## config.mk

```make
export PLATFORM = sky130hd
export DESIGN_NAME = mem_wb_stage
export DESIGN_NICKNAME = d
export VERILOG_FILES = /design/src/rtl/mem_wb_stage_pkg.sv /design/src/rtl/mem_wb_stage_load_align.sv /design/src/rtl/mem_wb_stage.sv
export SDC_FILE = /design/constraint.sdc
export NUM_CORES = 1
export LEC_CHECK = 0
export CORE_AREA = 2 2 162 133
export CTS_CLUSTER_SIZE = 20
export DETAILED_ROUTE_END_ITERATION = 7
export DIE_AREA = 0 0 164 135
export GPL_TIMING_DRIVEN = 0
export PLACE_DENSITY = 0.77
export RECOVER_POWER = 25
export SLEW_MARGIN = 25
export SYNTH_ARGS = -nofsm -noshare
export SYNTH_HDL_FRONTEND = slang
export SYNTH_SLANG_ARGS = --single-unit
```

## constraint.sdc

```tcl
create_clock -name clk -period 3.75 [get_ports clk]
set_input_delay 0.75 -clock clk [delete_from_list [all_inputs] [get_ports clk]]
set_output_delay 0.75 -clock clk [all_outputs]
set_load 0.005 [all_outputs]
```

## src/rtl/mem_wb_stage_pkg.sv

```systemverilog
// Shared widths, flush polarity, load-mask encodings and load FSM states for the MEM stage.
package mem_wb_stage_pkg;

  localparam int unsigned XLEN          = 32;
  localparam int unsigned RF_ADDR_WIDTH = 5;
  localparam logic [XLEN-1:0] ZEROWORD  = '0;
  localparam logic FLUSH                = 1'b1;

  localparam int unsigned L_MASK_W = 5;
  localparam int unsigned L_LB     = 0;
  localparam int unsigned L_LBU    = 1;
  localparam int unsigned L_LH     = 2;
  localparam int unsigned L_LHU    = 3;
  localparam int unsigned L_LW     = 4;

  localparam logic [L_MASK_W-1:0] LM_LB  = L_MASK_W'(1 << L_LB);
  localparam logic [L_MASK_W-1:0] LM_LBU = L_MASK_W'(1 << L_LBU);
  localparam logic [L_MASK_W-1:0] LM_LH  = L_MASK_W'(1 << L_LH);
  localparam logic [L_MASK_W-1:0] LM_LHU = L_MASK_W'(1 << L_LHU);
  localparam logic [L_MASK_W-1:0] LM_LW  = L_MASK_W'(1 << L_LW);

  typedef enum logic [1:0] {
    IDLE = 2'd0,
    WAIT = 2'd1,
    HAVE = 2'd2,
    DROP = 2'd3
  } ld_state_e;

endpackage

```

## src/rtl/mem_wb_stage_load_align.sv

```systemverilog
// Picks the addressed byte/half of a load word and sign- or zero-extends it.
module mem_wb_stage_load_align #(
  parameter int unsigned XLEN = 32
) (
  input  logic [XLEN-1:0] src,
  input  logic [1:0]      addr_2low,
  input  logic [4:0]      l_mask,
  output logic [XLEN-1:0] load_data_c
);
  import mem_wb_stage_pkg::LM_LB;
  import mem_wb_stage_pkg::LM_LBU;
  import mem_wb_stage_pkg::LM_LH;
  import mem_wb_stage_pkg::LM_LHU;
  import mem_wb_stage_pkg::LM_LW;

  logic [7:0]  byte_sel;
  logic [15:0] half_sel;

  // addr_2low[0] is ignored for halves: misaligned halves trap before MEM
  always_comb begin
    byte_sel    = src[{addr_2low, 3'b000} +: 8];
    half_sel    = src[{addr_2low[1], 4'b0000} +: 16];
    load_data_c = src;
    case (l_mask)
      LM_LB:   load_data_c = {{(XLEN-8){byte_sel[7]}}, byte_sel};
      LM_LBU:  load_data_c = {{(XLEN-8){1'b0}}, byte_sel};
      LM_LH:   load_data_c = {{(XLEN-16){half_sel[15]}}, half_sel};
      LM_LHU:  load_data_c = {{(XLEN-16){1'b0}}, half_sel};
      LM_LW:   load_data_c = src;
      default: load_data_c = src;
    endcase
  end

endmodule

```

## src/rtl/mem_wb_stage.sv

```systemverilog
// Memory-access stage: waits for load responses, aligns load data and holds the MEM/WB register.
module mem_wb_stage #(
  parameter int unsigned XLEN          = mem_wb_stage_pkg::XLEN,
  parameter int unsigned RF_ADDR_WIDTH = mem_wb_stage_pkg::RF_ADDR_WIDTH
) (
  input  logic                     clk,
  input  logic                     rst_n,
  input  logic                     pipe_flush,
  input  logic                     ex_mem_valid,
  output logic                     mem_allowin,
  input  logic                     wb_allowin,
  output logic                     mem_wb_valid,
  input  logic [XLEN-1:0]          mem_pc,
  input  logic [XLEN-1:0]          mem_inst,
  input  logic                     mem_req_rf,
  input  logic [RF_ADDR_WIDTH-1:0] mem_rf_waddr,
  input  logic [XLEN-1:0]          mem_alu_res,
  input  logic                     mem_is_load,
  input  logic [1:0]               mem_ls_addr_2low,
  input  logic [4:0]               mem_l_mask,
  input  logic                     ex2mem_exp_flag,
  input  logic                     ex2mem_inst_addr_misal,
  input  logic                     ex2mem_is_illg_inst,
  input  logic                     ex2mem_is_ecall_inst,
  input  logic                     ex2mem_is_ebreak_inst,
  input  logic                     dmem_rvalid,
  input  logic [XLEN-1:0]          dmem_rdata,
  output logic [XLEN-1:0]          wb_pc,
  output logic [XLEN-1:0]          wb_inst,
  output logic                     wb_req_rf,
  output logic [RF_ADDR_WIDTH-1:0] wb_rf_waddr,
  output logic [XLEN-1:0]          wb_rf_wdata,
  output logic                     mem2wb_exp_flag,
  output logic                     mem2wb_inst_addr_misal,
  output logic                     mem2wb_is_illg_inst,
  output logic                     mem2wb_is_ecall_inst,
  output logic                     mem2wb_is_ebreak_inst,
  output logic                     mem_fwd_valid,
  output logic [RF_ADDR_WIDTH-1:0] mem_fwd_waddr,
  output logic [XLEN-1:0]          mem_fwd_wdata,
  output logic                     mem_load_busy
);
  import mem_wb_stage_pkg::ld_state_e;
  import mem_wb_stage_pkg::IDLE;
  import mem_wb_stage_pkg::WAIT;
  import mem_wb_stage_pkg::HAVE;
  import mem_wb_stage_pkg::DROP;
  import mem_wb_stage_pkg::FLUSH;

  ld_state_e       state_q, state_d;
  logic            mem_valid_q;
  logic [XLEN-1:0] rdata_buf_q;
  logic [XLEN-1:0] load_src;
  logic [XLEN-1:0] load_data_c;
  logic [XLEN-1:0] mem_result;
  logic            flush, needs_data, mem_ready_go, enter_load;

  // An excepting load never issued a request, so it must not wait for one
  assign flush        = (pipe_flush == FLUSH);
  assign needs_data   = mem_is_load && !ex2mem_exp_flag;
  assign mem_ready_go = !needs_data || (state_q == HAVE) || ((state_q == WAIT) && dmem_rvalid);
  assign mem_allowin  = (state_q != DROP) && (!mem_valid_q || (mem_ready_go && wb_allowin));
  assign mem_wb_valid = mem_valid_q && mem_ready_go;
  assign enter_load   = ex_mem_valid && mem_allowin && needs_data;

  assign mem_fwd_valid = mem_valid_q && mem_req_rf && mem_ready_go;
  assign mem_fwd_waddr = mem_rf_waddr;
  assign mem_fwd_wdata = mem_result;
  assign mem_load_busy = mem_valid_q && mem_is_load && !mem_ready_go;

  assign load_src   = (state_q == HAVE) ? rdata_buf_q : dmem_rdata;
  assign mem_result = needs_data ? load_data_c : mem_alu_res;

  mem_wb_stage_load_align #(.XLEN(XLEN)) u_load_align (
    .src         (load_src),
    .addr_2low   (mem_ls_addr_2low),
    .l_mask      (mem_l_mask),
    .load_data_c (load_data_c)
  );

  // Load FSM next state; flush overrides every handshake
  always_comb begin
    state_d = state_q;
    if (flush) begin
      case (state_q)
        WAIT:    state_d = dmem_rvalid ? IDLE : DROP;
        HAVE:    state_d = IDLE;
        DROP:    state_d = dmem_rvalid ? IDLE : DROP;
        default: state_d = IDLE;
      endcase
    end else begin
      case (state_q)
        IDLE: if (enter_load) state_d = WAIT;
        WAIT: begin
          if (dmem_rvalid) state_d = wb_allowin ? (enter_load ? WAIT : IDLE) : HAVE;
        end
        HAVE: if (wb_allowin) state_d = enter_load ? WAIT : IDLE;
        DROP: if (dmem_rvalid) state_d = IDLE;
        default: state_d = IDLE;
      endcase
    end
  end

  always_ff @(posedge clk) begin
    if (!rst_n) begin
      state_q     <= IDLE;
      mem_valid_q <= 1'b0;
      rdata_buf_q <= '0;
    end else begin
      state_q <= state_d;
      if (flush)            mem_valid_q <= 1'b0;
      else if (mem_allowin) mem_valid_q <= ex_mem_valid;
      if (!flush && (state_q == WAIT) && dmem_rvalid && !wb_allowin) rdata_buf_q <= dmem_rdata;
    end
  end

  // MEM/WB pipeline register
  always_ff @(posedge clk) begin
    if (!rst_n || flush) begin
      wb_pc                  <= '0;
      wb_inst                <= '0;
      wb_req_rf              <= 1'b0;
      wb_rf_waddr            <= '0;
      wb_rf_wdata            <= '0;
      mem2wb_exp_flag        <= 1'b0;
      mem2wb_inst_addr_misal <= 1'b0;
      mem2wb_is_illg_inst    <= 1'b0;
      mem2wb_is_ecall_inst   <= 1'b0;
      mem2wb_is_ebreak_inst  <= 1'b0;
    end else if (mem_wb_valid && wb_allowin) begin
      wb_pc                  <= mem_pc;
      wb_inst                <= mem_inst;
      wb_req_rf              <= mem_req_rf;
      wb_rf_waddr            <= mem_rf_waddr;
      wb_rf_wdata            <= mem_result;
      mem2wb_exp_flag        <= ex2mem_exp_flag;
      mem2wb_inst_addr_misal <= ex2mem_inst_addr_misal;
      mem2wb_is_illg_inst    <= ex2mem_is_illg_inst;
      mem2wb_is_ecall_inst   <= ex2mem_is_ecall_inst;
      mem2wb_is_ebreak_inst  <= ex2mem_is_ebreak_inst;
    end
  end

endmodule

```

==> key figures, run 1 <==
Run status
  • Status: finished clean

Worst setup path
  • Delay-heaviest family, CP: buffers and inverters
  • WP depth: 8
  • Critical path type: in -> out
  • Critical path required time: about 3000 ps
  • R2R Path End: wb_rf_wdata[3]
  • Reg2Reg Setup Slack: approximately 1200 ps
  • Critical Path AT: 2970 ps
  • Crit path capture type: output pin
  • CP bufs+invs: 3
  • CP max stage delay: 550 ps
  • Worst setup SP type: input port
  • R2r worst-path depth: 11
  • Most used cell, CP: clkdlybuf4s50_1
  • R2r startpoint: state_q[0]
  • CP cell instances: clkdlybuf4s50_1 -> mux2_4 -> nor2_1 -> o32ai_4 -> a21oi_4 -> buf_4 -> a21oi_2 -> clkdlybuf4s50_1
  • CP Max Fanout: 5
  • CP max stage cell: clkdlybuf4s50_1

Power and ir drop
  • Sequential share of power: about two fifths
  • Gate power share: between 15 and 20%
  • Leak: 4.45 nW
  • Clock share of power: about 45%
  • Power Dens Cells: between 300 and 400 nW/um^2
  • Net Sw Frac: 27.1%
  • Worst IR Drop VDD: roughly 0.25 mV
  • Pint: approximately 2.9 mW
  • Switching pwr: roughly 1.1 mW

Route
  • Vias/cell: between 5 and 6
  • Vias: approximately 8000
  • Post-Route WL: between 20000 and 30000 um
  • Number of detailed-route iterations in the first pass: 5
  • Routed Antenna Nets: 0
  • Initial DRC count: 782
  • Residual DRC: 0
  • Routed len/inst: 19.3 um

Layout
  • Fin nets: ~1400
  • Share of layout cells above drive strength 1: between 10% and 20%
  • Footprint of the multi-input gates: 4090 sq um
  • Cell area after layout: approximately 12000 sq um
  • Filler cell count: 1809
  • Antenna Cells: 0
  • Core Util, Final: between 50% and 60%
  • Reg area: around 2800 sq um
  • Synth-to-Final Area Change: 62.8%

Die
  • Die Ht: around 140 um
  • Top-level I/O count: 301
  • Std cell rows: between 40 and 50
  • Die Area: around 22000 sq um
  • Initial Utilization: 34.6%
  • Die X: roughly 160 um
  • Core area: roughly 20000 sq um

STA
  • Setup violators final: 0
  • Minimum clock period: around 3700 ps
  • Actual slew at the worst max-slew pin: roughly 800 ps
  • RSZ-0062 raised after global routing: true
  • Final worst setup slack: 30.4 ps
  • Fin crit share: just under 100%
  • Slew headroom: between 40% and 50%
  • Final Hold Fails: 0
  • Final Slew Violations: 0
  • Max Fclk: between 200 and 300 MHz
  • Worst clock skew: roughly 12 ps

Synth
  • Syn Nets: around 1000
  • Synth Warn #: 0
  • Distinct cells, synth: between 50 and 60
  • Largest cells by area after synthesis: dfxtp_1, nand2_1, a21oi_1, mux2i_1, a21boi_0
  • Top_reg_cell synth: dfxtp_1
  • Sequential share of the synthesized area: 40.2%
  • Share of the synthesized area in the top cell type: about two fifths
  • Yosys top cell by area: dfxtp_1
  • Syn Std Cell Area: about 7100 sq um
  • Yosys reg bits: roughly 140
  • Mapped Cells: between 800 and 900
  • Mapped Avg Cell Area: 7.94 sq um
  • Synth async-reset ratio: 0%
  • Post-synth EDFFs: 0

Global routing
  • Vias in the first global route: about 7600
  • Grt ovf: 0
  • Pin count of the biggest net entering global routing: 17
  • Total global-route track usage: about a quarter
  • Antenna violations before repair: 0
  • First-pass GRT wire length: approximately 43000 um

Placement
  • IO buf count: slightly below 300
  • Cell area after placement: between 10000 and 15000 sq um
  • Dpl hpwl: around 22000 um
  • GP Congestion: slightly below 1
  • Worst slack at placement: -684 ps

CTS
  • Clock-pin slew on the worst setup and hold paths: roughly 60 ps
  • CTS Sinks: roughly 140
  • Clk_lat worst skew: 430 ps
  • Number of hold buffers added after CTS: 0
  • TritonCTS clock tree: done
  • CTS max path bufs: 2
  • CTS H-Tree Depth: 4
  • CTS Buf Count: 17
  • Root buf cell: clkbuf_16

Hold path
  • Worst Hold Path Cells: 2
  • Worst hold endpoint: wb_pc[11]
  • Worst Hold Class: reg -> reg
  • Worst Hold Launch: wb_pc[11]

Run
  • Maxcap violations: 0
layer usage:
layer | global-route usage [%] | wire length, um
met1 | 33.7 | 12200
met2 | 39.8 | 13200
met3 | 7.16 | 3000
met4 | 8.92 | 692
met5 | 0 | 0
synthesized netlist by cell type, types with 10 or more instances:
master    count
clkbuf_1     49
and3_1       23
a21boi_0     34
o211ai_1     14
a21oi_2      10
nand2_1     235
or2_2        14
a21oi_1     122
dfxtp_1     142
buf_2        17
mux2i_1      39
o21ai_0      16
o221ai_1     14
nor2_1       34
worst max-delay path by stage:
stage,start,to,slack (ps)
after floorplan,mem_ls_addr_2low[0],mem_fwd_wdata[16],810
after global placement,mem_l_mask[0],mem_fwd_wdata[10],-660
after detailed placement,mem_l_mask[0],mem_fwd_wdata[10],-680
after CTS,mem_ls_addr_2low[1],mem_fwd_wdata[27],20
after global routing,state_q[0],mem_fwd_wdata[0],-40
final,dmem_rdata[31],mem_fwd_wdata[30],30
layout by cell type, fill, tap and decap left out, types with 5 or more instances in the layout:
cell type        instances
dlygate4sd2_1           16
buf_2                   18
clkdlybuf4s50_1        193
clkbuf_16               17
o21a_1                   6
o21ai_0                 13
nand2b_1                 7
a21oi_2                 17
a21oi_1                115
buf_6                   10
clkbuf_1                41
or2_2                   14
mux2i_2                  9
a221oi_4                 6
a21boi_0                33
mux2i_1                 27
inv_1                    5
o22ai_1                  7
clkdlybuf4s15_1          7
buf_4                   34
mux2_2                   7
inv_6                    9
dfxtp_1                142
a31oi_1                  9
nand2_1                235
o221ai_1                14
nand3_1                  6
o211ai_1                14
dlygate4sd3_1           69
nor2_1                  33
and3_1                  23
tightest hold or removal path, delay by kind of cell, from the launching register on:
family	cells	cell delay (ps)
and+or+nand+nor	1	50
AOI/OAI and AO/OA	1	50
DFF	1	300
area by class of cell:
cell class / count / area share, %
plain buffers: 81 / 4.07
multi-input cells: 661 / 35.5
clock inverters: 15 / 1.50
well taps: 269 / 2.93
flip-flops and latches: 142 / 24.7
inverters: 5 / 0.163
repair buffers: 322 / 27.4
clock buffers: 17 / 3.70
repair_timing:
item / 4_1_cts / 5_1_grt
resized for setup: 111 / 18
pin swaps: 26 / 4
gates cloned: 1 / 0
setup buffers: 24 / 4
setup endpoints to repair: 33 / 12
endpoints found under the hold margin: 0 / 0
power groups by stage:
stage               registers [mW]  clock network [mW]  logic (mW)
floorplan                     1.56                   0       0.228
finish                        1.52                1.75       0.641
global route                  1.52                1.83       0.675
global placement              1.56                   0       0.572
CTS                           1.52                1.78       0.624
detailed placement            1.56                   0       0.573
cells by family (layout without fill, tap and decap cells):
| group | Yosys count | in the layout | share of synthesized area (%) |
|---|---|---|---|
| AOI/OAI and AO/OA | 255 | 255 | 23.4 |
| xor gates and xnor gates | 3 | 3 | 0.372 |
| buffers and inverters | 87 | 440 | 6.09 |
| DFF | 142 | 142 | 40.2 |
| muxes | 51 | 51 | 7.65 |
| and+or+nand+nor | 352 | 352 | 22.2 |
per-stage QoR:
stage / cells / total power [mW] / setup TNS [ps] / hold slack (ps)
2_1_floorplan: 890 / 1.79 / 0 / 443
3_3_place_gp: 1452 / 2.13 / -13800 / 441
3_5_place_dp: 1452 / 2.13 / -14830 / 446
4_1_cts: 1508 / 3.92 / 0 / 455
5_1_grt: 1512 / 4.03 / -94.3 / 466
6_report: 1512 / 3.91 / 0 / 452
state kept, by name, indices dropped and copies added, names as in the netlist, 2 cells and up:
register     flops
state_q          2
wb_pc           32
rdata_buf_q     32
wb_inst         32
wb_rf_wdata     32
wb_rf_waddr      5
(Power assumes the default switching activity.)
==> run 2, diff against run 1 <==
Settings changed: SLEW_MARGIN 25 to 30.
==> results of run 2 <==
No change in the layout: final DEF, timing and power equal those of run 1.
